==> config.mk <==
export PLATFORM = sky130hd
export DESIGN_NAME = reg_demux
export DESIGN_NICKNAME = d
export VERILOG_FILES = /design/src/rtl/reg_demux.sv
export SDC_FILE = /design/constraint.sdc
export NUM_CORES = 1
export LEC_CHECK = 0
export CAP_MARGIN = 10
export CORE_ASPECT_RATIO = 0.6
export CORE_MARGIN = 2
export CORE_UTILIZATION = 45
export DETAILED_ROUTE_END_ITERATION = 16
export PLACE_DENSITY = 0.84
export SLEW_MARGIN = 15
export SYNTH_ARGS = -nofsm -noshare
export SYNTH_HDL_FRONTEND = slang
export SYNTH_SLANG_ARGS = --single-unit
==> constraint.sdc <==
create_clock -name clk_in -period 3.9 [get_ports clk_in]
set_input_delay 0.78 -clock clk_in [delete_from_list [all_inputs] [get_ports clk_in]]
set_output_delay 0.78 -clock clk_in [all_outputs]
set_load 0.05 [all_outputs]
==> src/rtl/reg_demux.sv <==
// reg_demux: routes each upstream word into one of NUM_OUTPUTS single-word
// holding registers with per-channel ack, flush and an out-of-range drop counter.
module reg_demux #(
   parameter  int NUM_OUTPUTS = 4,
   parameter  int DATA_WIDTH  = 8,
   localparam int SEL_W       = $clog2(NUM_OUTPUTS)
) (
   input  logic                              clk_in,
   input  logic                              rst_n_in,
   input  logic [DATA_WIDTH-1:0]             data_in,
   input  logic [SEL_W-1:0]                  select_in,
   input  logic                              valid_in,
   output logic                              ready_out,
   input  logic                              flush_in,
   output logic [NUM_OUTPUTS*DATA_WIDTH-1:0] data_out,
   output logic [NUM_OUTPUTS-1:0]            valid_out,
   input  logic [NUM_OUTPUTS-1:0]            ack_in,
   output logic [7:0]                        drop_count_out,
   output logic                              error_out
);

   typedef enum logic {EMPTY = 1'b0, FULL = 1'b1} chan_st_e;

   chan_st_e                          state_q [NUM_OUTPUTS];
   chan_st_e                          state_d [NUM_OUTPUTS];
   logic [NUM_OUTPUTS*DATA_WIDTH-1:0] data_q, data_d;
   logic [7:0]                        drop_q, drop_d;
   logic                              error_q, error_d;
   logic                              oor, sel_full, sel_ack, xfer;
   logic [NUM_OUTPUTS-1:0]            wr;

   // Constant-false when NUM_OUTPUTS is a power of two.
   assign oor = {1'b0, select_in} >= (SEL_W+1)'(NUM_OUTPUTS);

   always_comb begin
      sel_full = 1'b0;
      sel_ack  = 1'b0;
      for (int i = 0; i < NUM_OUTPUTS; i++) begin
         if (select_in == SEL_W'(i)) begin
            sel_full = (state_q[i] == FULL);
            sel_ack  = ack_in[i];
         end
      end
   end

   assign ready_out = !flush_in && (oor || !sel_full || sel_ack);
   assign xfer      = valid_in && ready_out;

   always_comb begin
      data_d = data_q;
      wr     = '0;
      for (int i = 0; i < NUM_OUTPUTS; i++) begin
         state_d[i] = state_q[i];
         wr[i]      = xfer && (select_in == SEL_W'(i));
         if (flush_in) begin
            state_d[i] = EMPTY;
         end else if (wr[i]) begin
            state_d[i] = FULL;
            data_d[i*DATA_WIDTH +: DATA_WIDTH] = data_in;
         end else if (ack_in[i]) begin
            state_d[i] = EMPTY;
         end
      end
   end

   always_comb begin
      error_d = xfer && oor;
      drop_d  = drop_q;
      if (error_d && (drop_q != 8'hFF)) begin
         drop_d = drop_q + 8'd1;
      end
   end

   always_ff @(posedge clk_in or negedge rst_n_in) begin
      if (!rst_n_in) begin
         for (int i = 0; i < NUM_OUTPUTS; i++) begin
            state_q[i] <= EMPTY;
         end
         data_q  <= '0;
         drop_q  <= '0;
         error_q <= 1'b0;
      end else begin
         for (int i = 0; i < NUM_OUTPUTS; i++) begin
            state_q[i] <= state_d[i];
         end
         data_q  <= data_d;
         drop_q  <= drop_d;
         error_q <= error_d;
      end
   end

   always_comb begin
      valid_out = '0;
      for (int i = 0; i < NUM_OUTPUTS; i++) begin
         valid_out[i] = (state_q[i] == FULL);
      end
   end

   assign data_out       = data_q;
   assign drop_count_out = drop_q;
   assign error_out      = error_q;

endmodule

== Word level (Yosys, flattened, before mapping) ==
Index checks and enable logic that the tools add are counted.
Widths: inputs -> output; s select.

* Register bits after elaboration: 36
* Latch bits: 0
* Bits in writable memories: 0
* Memory bits (read-only): 0
* Input bits: 18
* Logic and storage cells: 50
* Memories: 0

* $add $sub $neg: 0
* $mul: 0
* Divide/modulo/power cells: 0
* $lt $le $gt $ge: 0
* Eq/ne operators: 3
* Shift-type cells: 0
* Multiplexer cells: 20
* Bitwise operators: 1
* Reduce and logical (&&, ||, !) cells: 18

{| class="wikitable"
|+ Operators with widths
! operator !! number
|-
| $mux 1 || 20
|-
| $reduce_bool 3->1 || 4
|-
| $reduce_and 2->1 || 4
|-
| $logic_and 1x1->1 || 6
|-
| $eq 2x2->1 const B || 2
|-
| $eq 2x1->1 const B || 1
|-
| $logic_not 1->1 || 2
|-
| $logic_not 2->1 || 1
|-
| $logic_or 1x1->1 || 1
|-
| $not 1->1 || 1
|}

== Longest topological paths before layout ==
Gate-level depths: netlist of the first run.

* Depth after elaboration: 12
* Gate-level depth with buffers: 4
* Gate-level depth less buffers: 3

== Worst setup path after synthesis of the first run ==
Ideal clock, no wire load.

* Kind: input to output
* Start point: input select_in[0]
* End point: output ready_out
* Arrival time: 2,695 ps
* Data required time: 3,120 ps
* Path slack: 425 ps
* Stages on the path: 4
* Path buffers: 1
* Cell sequence: clkbuf_1 -> or3b_1 -> a21oi_1 -> nor4_1

* Longest elaborated chain between the ends: 8
* Elaborated cells between the ends (all ways): 15
* Those cells by class: 3 x eq/ne; 8 x mux; 4 x reduce/logical

{| class="wikitable"
|+ Ends and longest elaborated chain
! what !! RTL line !! RTL
|-
| start: declaration || 11 || <nowiki>input logic [SEL_W-1:0] select_in,</nowiki>
|-
| $logic_not 2->1 || 39 || <nowiki>if (select_in == SEL_W'(i)) begin</nowiki>
|-
| $mux 1 (4 in a row) || 39 ||
|-
| $logic_not 1->1 || 46 || <nowiki>assign ready_out = !flush_in && (oor || !sel_full || sel_ack);</nowiki>
|-
| $logic_or 1x1->1 * || 46 ||
|-
| $logic_and 1x1->1 * || 46 ||
|-
| end: declaration || 13 || <nowiki>output logic ready_out,</nowiki>
|}

Mark *: on every way between the ends. The rest lies on a longest branch, timed or not.

== Worst setup path after layout of the first run ==
Same ends and word-level chain as after synthesis.

==> flow_metrics.py, run 1 <==
metrics = {
    "logic_synthesis": {
        "synth_cell_types": 24,
        "yosysSeqAreaShare_pct": 58.2,
        "ys.warnings.count": 0,
        "syn-cell-area_mm2": 0.00155,
        "synthCells": 102,
        "synth-seq-cells": 36,
        "syn_area_per_cell_um2": 15.2,
    },
    "timing": {
        "fmax_mhz": 283,
        "worst_pin_slew_ns": 0.793,
        "setup_violations": 0,
        "relSlewSlack_pct": 46.9,
        "fin_tns_setup_ns": 0,
        "fin_worst_skew_ns": 0.00559,
        "rsz0062_at_grt": "no",
        "post-route-period-util_pct": 90.5,
        "period_needed_ns": 3.53,
        "maxSlewViolCount": 0,
        "hold_viol": 0,
    },
    "clock_tree": {
        "numCtsBuffers": 5,
        "root_buffer": "clkbuf_8",
        "clockBufferDepth": 2,
        "cts_sinks": 36,
        "cts_max_level": 2,
        "cts_setup_buffers": 0,
        "cts_tree": "built",
        "cts_hold_buffers": 0,
        "cts_resized": 0,
        "insertion_delay_ns": 0.29,
        "clkTransAtPathRegs_ns": 0.07,
    },
    "finish": {
        "area_growth_syn_to_layout_pct": 41.1,
        "multiInputGateArea_um2": 589,
        "final_common_cell": "clkdlybuf4s50_1",
        "n_fill_cell": 242,
        "final-instance-count-excl-fill": 206,
        "final_cell_mix": "clkdlybuf4s50_1 (54), dfrtp_1 (36), mux2_2 (24)",
        "antenna_cells": 0,
        "drive_above_1_share_pct": 26.7,
        "layout.area.seq_um2": 901,
        "num-nets-final": 178,
    },
    "flow_run": {
        "timing.max_cap.violations": 0,
    },
    "min_path": {
        "min_path_cells": 1,
        "hold_class": "reg -> reg",
        "hold-path-endpoint": "data_out[5]",
        "min_from": "data_out[5]",
    },
    "routing": {
        "via_per_inst": 4.94,
        "drt_wl_total_um": 3450,
        "routed-via-count": 1018,
        "ant_nets": 0,
        "drc": 0,
        "wl_per_cell_um": 16.7,
        "drtPass1Iterations": 4,
        "drt-initial-drc-count": 33,
    },
    "critical_path": {
        "reg2regPathDepth": 3,
        "worst-path-max-fanout": 8,
        "r2r-start": "valid_out[1]",
        "r2r-end": "data_out[15]",
        "reg2reg_slack_ns": 2.20,
        "worst_setup_path_end_kind": "output port",
        "start_kind": "input port",
        "cp.required_ns": 3.12,
        "path_class": "in -> out",
        "crit_arrival_ns": 2.75,
    },
    "die": {
        "core_area_mm2": 0.00326,
        "io_pins": 64,
        "die_y_um": 49.4,
        "die_w_um": 79.7,
        "dieArea_mm2": 0.00394,
        "initial_core_util_pct": 47.4,
        "rows": 16,
    },
    "power_and_ir_drop": {
        "leakage_nw": 0.949,
        "powerDensity_mw_per_mm2": 616,
        "power.total_mw": 1.35,
        "vdd_drop_max_uv": 329,
    },
    "placement": {
        "gp_congestion": 0.854,
        "dp_hpwl_um": 2510,
        "placed_cells": 198,
        "io_buffers": 54,
    },
    "global_routing": {
        "grt_max_degree": 21,
        "grt_pass1_vias": 1095,
        "grt_pass1_wl_um": 5610,
        "overflow": 0,
        "antenna_found_initial": 0,
        "track_usage_pct": 19.7,
    },
    "outcome": {
        "status": "finished clean",
    },
}
[registers in the layout, indices dropped and copies added (netlist names)]
signal     count
data_out      32
valid_out      4
[stage by stage]
stage / cell area [um2] / utilization, % / hold WS (ns) / setup slack (ns)
after floorplan: 1580 / - / 0.484 / 0.425
after global placement: 2090 / 64.2 / 0.486 / 0.480
after detailed placement: 2090 / 64.2 / 0.492 / 0.394
after CTS: 2180 / 66.9 / 0.507 / 0.393
after global routing: 2180 / 66.9 / 0.525 / 0.268
final: 2180 / 66.9 / 0.506 / 0.372
[how the worst max path moves through the flow]
stage | startpoint | end | slack, ns | cells after the start
finish | select_in[0] | ready_out | 0.37 | 5
global route | select_in[0] | ready_out | 0.27 | 5
CTS | select_in[0] | ready_out | 0.39 | 5
detailed placement | select_in[0] | ready_out | 0.39 | 5
global placement | select_in[0] | ready_out | 0.48 | 5
floorplan | select_in[0] | ready_out | 0.42 | 4
[critical path, stage by stage]
cell and delay (ns):
clkdlybuf4s50_1 0.61, or3b_1 0.17, a21oi_1 0.06, nor4_1 0.27
clkdlybuf4s50_1 0.86
[logic make-up after synthesis]
family | after synthesis | share of synthesized area (%)
simple gates | 16 | 8.89
compound gates | 5 | 1.78
other cells | 1 | 0.242
buf+inv | 12 | 5.66
mux | 32 | 25.2
flops | 36 | 58.2
[routing by layer]
metal / vias up / routed length, um / part of all wire [%] / track usage, %
met2: 44 / 1630 / 47 / 31.7
met3: 8 / 312 / 9.1 / 8.89
met1: 510 / 1440 / 42 / 22.7
met5: - / 0 / 0 / 0
met4: 0 / 69 / 2.0 / 8.91
li1: 456 / - / - / -
[layout make-up]
cell class / instances / area share (%)
Sequential cell: 36 / 41.2
Multi-Input combinational cell: 62 / 27.0
Timing Repair Buffer: 55 / 25.1
Clock buffer: 8 / 4.12
Tap cell: 45 / 2.58
[synth_stat cells (all sizes together)]
cell type / count / area, um2
nand4b: 1 / 23.8
conb: 1 / 3.75
nand3b: 1 / 7.51
a21oi: 1 / 5.00
nor2b: 1 / 13.8
nor2: 2 / 7.51
nor3b: 1 / 7.51
o21ai: 3 / 15.0
mux2: 32 / 390
o21bai: 1 / 7.51
nand3: 1 / 10.0
buf: 11 / 83.8
and4b: 1 / 10.0
nor4: 1 / 6.26
dfrtp: 36 / 901
nand4: 1 / 12.5
clkbuf: 1 / 3.75
or2b: 1 / 7.51
or3b: 1 / 8.76
nand2b: 3 / 18.8
nand2: 1 / 3.75
[power breakdown]
| group | internal, mW | switching [mW] |
|---|---|---|
| Combinational | 0.209 | 0.372 |
| Sequential | 0.449 | 0.0418 |
| Clock | 0.144 | 0.130 |
| Total | 0.802 | 0.544 |
(Power assumes the default switching activity.)
==> run 2: changes to the inputs <==
--- a/config.mk
+++ b/config.mk
@@ -6,11 +6,13 @@
 export NUM_CORES = 1
 export LEC_CHECK = 0
 export CAP_MARGIN = 10
+export CELL_PAD_IN_SITES_DETAIL_PLACEMENT = 2
+export CELL_PAD_IN_SITES_GLOBAL_PLACEMENT = 2
 export CORE_ASPECT_RATIO = 0.6
 export CORE_MARGIN = 2
-export CORE_UTILIZATION = 45
+export CORE_UTILIZATION = 29
 export DETAILED_ROUTE_END_ITERATION = 16
-export PLACE_DENSITY = 0.84
+export PLACE_DENSITY_LB_ADDON = 0.1
 export SLEW_MARGIN = 15
 export SYNTH_ARGS = -nofsm -noshare
 export SYNTH_HDL_FRONTEND = slang
==> constraint.sdc (replaced) <==
create_clock -name clk_in -period 4.3 [get_ports clk_in]
set_input_delay 0.86 -clock clk_in [delete_from_list [all_inputs] [get_ports clk_in]]
set_output_delay 0.86 -clock clk_in [all_outputs]
set_load 0.05 [all_outputs]
==> flow_metrics.py, run 2 (same netlist as run 1, synthesis figures left out) <==
metrics = {
    "outcome": {
        "status": "finished clean",
    },
    "critical_path": {
        "r2r-start": "valid_out[1]",
        "crit_arrival_ns": 2.81,
        "cpPeakStageDelay_ns": 0.84,
        "reg2reg_slack_ns": 2.59,
        "crit_chain": "clkdlybuf4s50_1, or3b_1, a21oi_1, nor4_1, clkdlybuf4s50_1",
        "cp_common_cell": "clkdlybuf4s50_1",
        "start_kind": "input port",
        "cp_slowest_cell": "clkdlybuf4s50_1",
        "worst_setup_path_end_kind": "output port",
        "cp.required_ns": 3.44,
        "r2r-end": "data_out[14]",
        "reg2regPathDepth": 3,
        "worst-path-max-fanout": 8,
        "path_class": "in -> out",
    },
    "clock_tree": {
        "root_buffer": "clkbuf_8",
        "insertion_delay_ns": 0.29,
        "clockBufferDepth": 2,
        "cts_hold_buffers": 0,
        "cts_setup_buffers": 0,
        "cts_tree": "built",
        "clkTransAtPathRegs_ns": 0.07,
        "cts_sinks": 36,
        "numCtsBuffers": 5,
        "cts_resized": 0,
        "cts_max_level": 2,
    },
    "routing": {
        "ant_nets": 0,
        "routed-via-count": 994,
        "drt_wl_total_um": 3800,
        "drtPass1Iterations": 2,
        "drt-initial-drc-count": 21,
        "drc": 0,
        "via_per_inst": 4.40,
        "wl_per_cell_um": 16.8,
    },
    "flow_run": {
        "timing.max_cap.violations": 0,
    },
    "power_and_ir_drop": {
        "powerDensity_mw_per_mm2": 553,
        "vdd_drop_max_uv": 259,
        "leakage_nw": 0.949,
    },
    "die": {
        "rows": 20,
        "die_w_um": 98.3,
        "initial_core_util_pct": 30.3,
        "core_area_mm2": 0.00510,
        "die_y_um": 60.6,
        "io_pins": 64,
        "dieArea_mm2": 0.00596,
    },
    "global_routing": {
        "grt_pass1_vias": 1103,
        "grt_max_degree": 37,
        "antenna_found_initial": 0,
        "track_usage_pct": 14.2,
        "grt_pass1_wl_um": 6120,
        "overflow": 0,
    },
    "finish": {
        "largest_register_ffs": 32,
        "antenna_cells": 0,
        "n_fill_cell": 507,
        "num-nets-final": 177,
        "multiInputGateArea_um2": 589,
        "drive_above_1_share_pct": 28.1,
        "area_growth_syn_to_layout_pct": 42.2,
        "final_cell_mix": "clkdlybuf4s50_1 (53), dfrtp_1 (36), mux2_2 (24)",
        "layout.area.seq_um2": 901,
        "final_common_cell": "clkdlybuf4s50_1",
    },
    "timing": {
        "period_needed_ns": 3.67,
        "fin_worst_skew_ns": 0.00567,
        "fmax_mhz": 272,
        "hold_viol": 0,
        "fin_tns_setup_ns": 0,
        "relSlewSlack_pct": 46.7,
        "rsz0062_at_grt": "no",
        "worst_pin_slew_ns": 0.800,
        "setup_violations": 0,
        "post-route-period-util_pct": 85.4,
        "maxSlewViolCount": 0,
        "holdWs_ns": 0.507,
    },
    "placement": {
        "gp_congestion": 0.755,
        "io_buffers": 54,
        "dp_hpwl_um": 2810,
    },
    "min_path": {
        "hold_class": "reg -> reg",
        "hold-path-endpoint": "data_out[0]",
        "min_from": "data_out[0]",
        "min_path_cells": 1,
    },
}
==> run 2: cell type report <==
class	count	share of cell area, %
multi-input combinational	62	26.8
tap	66	3.75
clock inverter	2	0.455
sequential	36	40.9
timing repair buffer	54	24.3
clock buffer	6	3.75
==> run 2: worst max-delay path by stage <==
stage,from,slack [ns],to
finish,select_in[0],0.63,ready_out
global route,select_in[0],0.46,ready_out
CTS,select_in[0],0.60,ready_out
detailed placement,select_in[0],0.62,ready_out
global placement,select_in[0],0.71,ready_out
floorplan,select_in[0],0.66,ready_out
==> run 2: stage by stage <==
stage / power [mW] / cells / util [%] / setup WS, ns / instance area (um2)
2_1_floorplan: 0.795 / 110 / - / 0.665 / 1580
3_3_place_gp: 0.970 / 218 / 41.3 / 0.705 / 2110
3_5_place_dp: 0.978 / 218 / 41.3 / 0.619 / 2110
4_1_cts: 1.23 / 226 / 43.1 / 0.605 / 2200
5_1_grt: 1.27 / 226 / 43.1 / 0.457 / 2200
6_report: 1.22 / 226 / 43.1 / 0.629 / 2200
==> run 2: layer usage <==
metal	track usage [%]	vias to the layer above	share of wire [%]
li1	-	454	-
met1	18.6	494	47
met2	21.8	40	44
met3	5.88	6	7.9
met4	4.70	0	1.2
met5	0	-	0
==> run 2: power breakdown <==
part           internal (mW)  switching [mW]
clock network          0.128           0.121
registers              0.407          0.0378
logic                  0.189           0.334
total                  0.723           0.493
==> run 2: worst max-delay path, delay by kind of cell <==
kind,cells,cell delay [ns]
buf+inv,2,1.45
compound gates,1,0.08
simple gates,2,0.41
==> run 3: changes to the inputs <==
--- a/config.mk
+++ b/config.mk
@@ -10,10 +10,12 @@
 export CELL_PAD_IN_SITES_GLOBAL_PLACEMENT = 2
 export CORE_ASPECT_RATIO = 0.6
 export CORE_MARGIN = 2
-export CORE_UTILIZATION = 29
+export CORE_UTILIZATION = 31
+export CTS_BUF_LIST = sky130_fd_sc_hd__clkbuf_8
 export DETAILED_ROUTE_END_ITERATION = 16
 export PLACE_DENSITY_LB_ADDON = 0.1
 export SLEW_MARGIN = 15
 export SYNTH_ARGS = -nofsm -noshare
 export SYNTH_HDL_FRONTEND = slang
 export SYNTH_SLANG_ARGS = --single-unit
+export TNS_END_PERCENT = 5
==> flow_metrics.py, run 3 (same netlist as run 1, synthesis figures left out) <==
metrics = {
    "routing": {
        "via_per_inst": 4.51,
        "wl_per_cell_um": 16.7,
        "drt-initial-drc-count": 13,
        "drt_wl_total_um": 3730,
        "ant_nets": 0,
        "routed-via-count": 1005,
        "drtPass1Iterations": 2,
        "drc": 0,
    },
    "die": {
        "core_area_mm2": 0.00468,
        "dieArea_mm2": 0.00559,
        "die_y_um": 58.7,
        "rows": 19,
        "die_w_um": 95.2,
        "io_pins": 64,
        "initial_core_util_pct": 33.0,
    },
    "critical_path": {
        "crit_arrival_ns": 2.86,
        "reg2regPathDepth": 3,
        "start_kind": "input port",
        "worst-path-max-fanout": 8,
        "crit_chain": "clkdlybuf4s50_1, or3b_1, a21oi_1, nor4_1, clkdlybuf4s50_1",
        "worst_setup_path_end_kind": "output port",
        "cp_common_cell": "clkdlybuf4s50_1",
        "path_class": "in -> out",
        "cp.required_ns": 3.44,
        "cp_slowest_cell": "clkdlybuf4s50_1",
        "critPathBufInv": 2,
        "crit_family": "buffers and inverters",
        "cpPeakStageDelay_ns": 0.86,
        "path_depth": 5,
    },
    "finish": {
        "final_common_cell": "clkdlybuf4s50_1",
        "antenna_cells": 0,
        "largest_register_ffs": 32,
        "postLayoutCoreUtil_pct": 46.9,
        "final_cell_mix": "clkdlybuf4s50_1 (53), dfrtp_1 (36), mux2_2 (24)",
        "area_growth_syn_to_layout_pct": 42.0,
        "num-nets-final": 177,
        "drive_above_1_share_pct": 28.1,
        "post-route-cell-area_mm2": 0.00220,
    },
    "min_path": {
        "hold_class": "reg -> reg",
        "min_path_cells": 1,
    },
    "power_and_ir_drop": {
        "powerDensity_mw_per_mm2": 553,
        "leakage_nw": 0.949,
        "vdd_drop_max_uv": 267,
    },
    "clock_tree": {
        "cts_tree": "built",
        "cts_setup_buffers": 0,
        "clockBufferDepth": 2,
        "cts_resized": 0,
        "cts_hold_buffers": 0,
        "root_buffer": "clkbuf_8",
        "clkTransAtPathRegs_ns": 0.07,
        "cts_max_level": 2,
        "cts_sinks": 36,
        "insertion_delay_ns": 0.28,
        "numCtsBuffers": 5,
    },
    "placement": {
        "gp_congestion": 0.716,
        "io_buffers": 54,
        "dp_hpwl_um": 2800,
        "dpl_cell_area_mm2": 0.00210,
    },
    "timing": {
        "setup_violations": 0,
        "worst_pin_slew_ns": 0.810,
        "relSlewSlack_pct": 46.0,
        "fin_tns_setup_ns": 0,
        "fin_worst_skew_ns": 0.00345,
        "maxSlewViolCount": 0,
        "period_needed_ns": 3.72,
        "rsz0062_at_grt": "no",
        "hold_viol": 0,
        "fmax_mhz": 269,
        "post-route-period-util_pct": 86.4,
    },
    "global_routing": {
        "track_usage_pct": 14.7,
        "grtUsageMet2_pct": 21.6,
        "grt_max_degree": 37,
        "antenna_found_initial": 0,
        "grt_pass1_wl_um": 5980,
        "use_met3_pct": 4.74,
        "grt_util_met1_pct": 20.4,
        "overflow": 0,
        "grt_pass1_vias": 1092,
        "grt-busiest-layer": "met2",
    },
    "outcome": {
        "status": "finished clean",
    },
    "flow_run": {
        "timing.max_cap.violations": 0,
    },
}
==> run 3: where the power goes <==
part	internal, mW	leakage (nW)	total (mW)	switching (mW)
Combinational	0.189	0.460	0.522	0.333
Sequential	0.407	0.439	0.447	0.0399
Clock	0.128	0.0510	0.246	0.118
Total	0.724	0.949	1.22	0.491
==> run 3: per-layer routing <==
metal / wire length [um] / share of wire [%]
met5: 0 / 0
met4: 38 / 1.0
met3: 273 / 7.3
met2: 1650 / 44
met1: 1770 / 48
==> run 3: final timing paths <==
kind                                   start            to  slack [ns]
worst max-delay path            select_in[0]     ready_out        0.58
worst min-delay path            data_out[12]  data_out[12]        0.51
worst max register to register  valid_out[1]  data_out[15]        2.57
worst min register to register  data_out[12]  data_out[12]        0.51
max in group asynchronous           rst_n_in  data_out[30]        3.12
min in group asynchronous           rst_n_in  valid_out[3]        0.66
==> run 3: area by class of cell <==
cell class / instances / area (um2)
fill: 462 / 2490
sequential: 36 / 901
multi-input combinational: 62 / 589
timing repair buffer: 54 / 536
clock buffer: 6 / 82.6
tap: 63 / 78.8
clock inverter: 2 / 10.0
==> run 3: through the flow <==
stage	hold slack (ns)	setup slack (ns)	instances	total power [mW]
global placement	0.489	0.711	215	0.970
detailed placement	0.493	0.605	215	0.980
finish	0.514	0.585	223	1.22
global route	0.532	0.508	223	1.28
CTS	0.515	0.596	223	1.23
floorplan	0.564	0.665	110	0.795
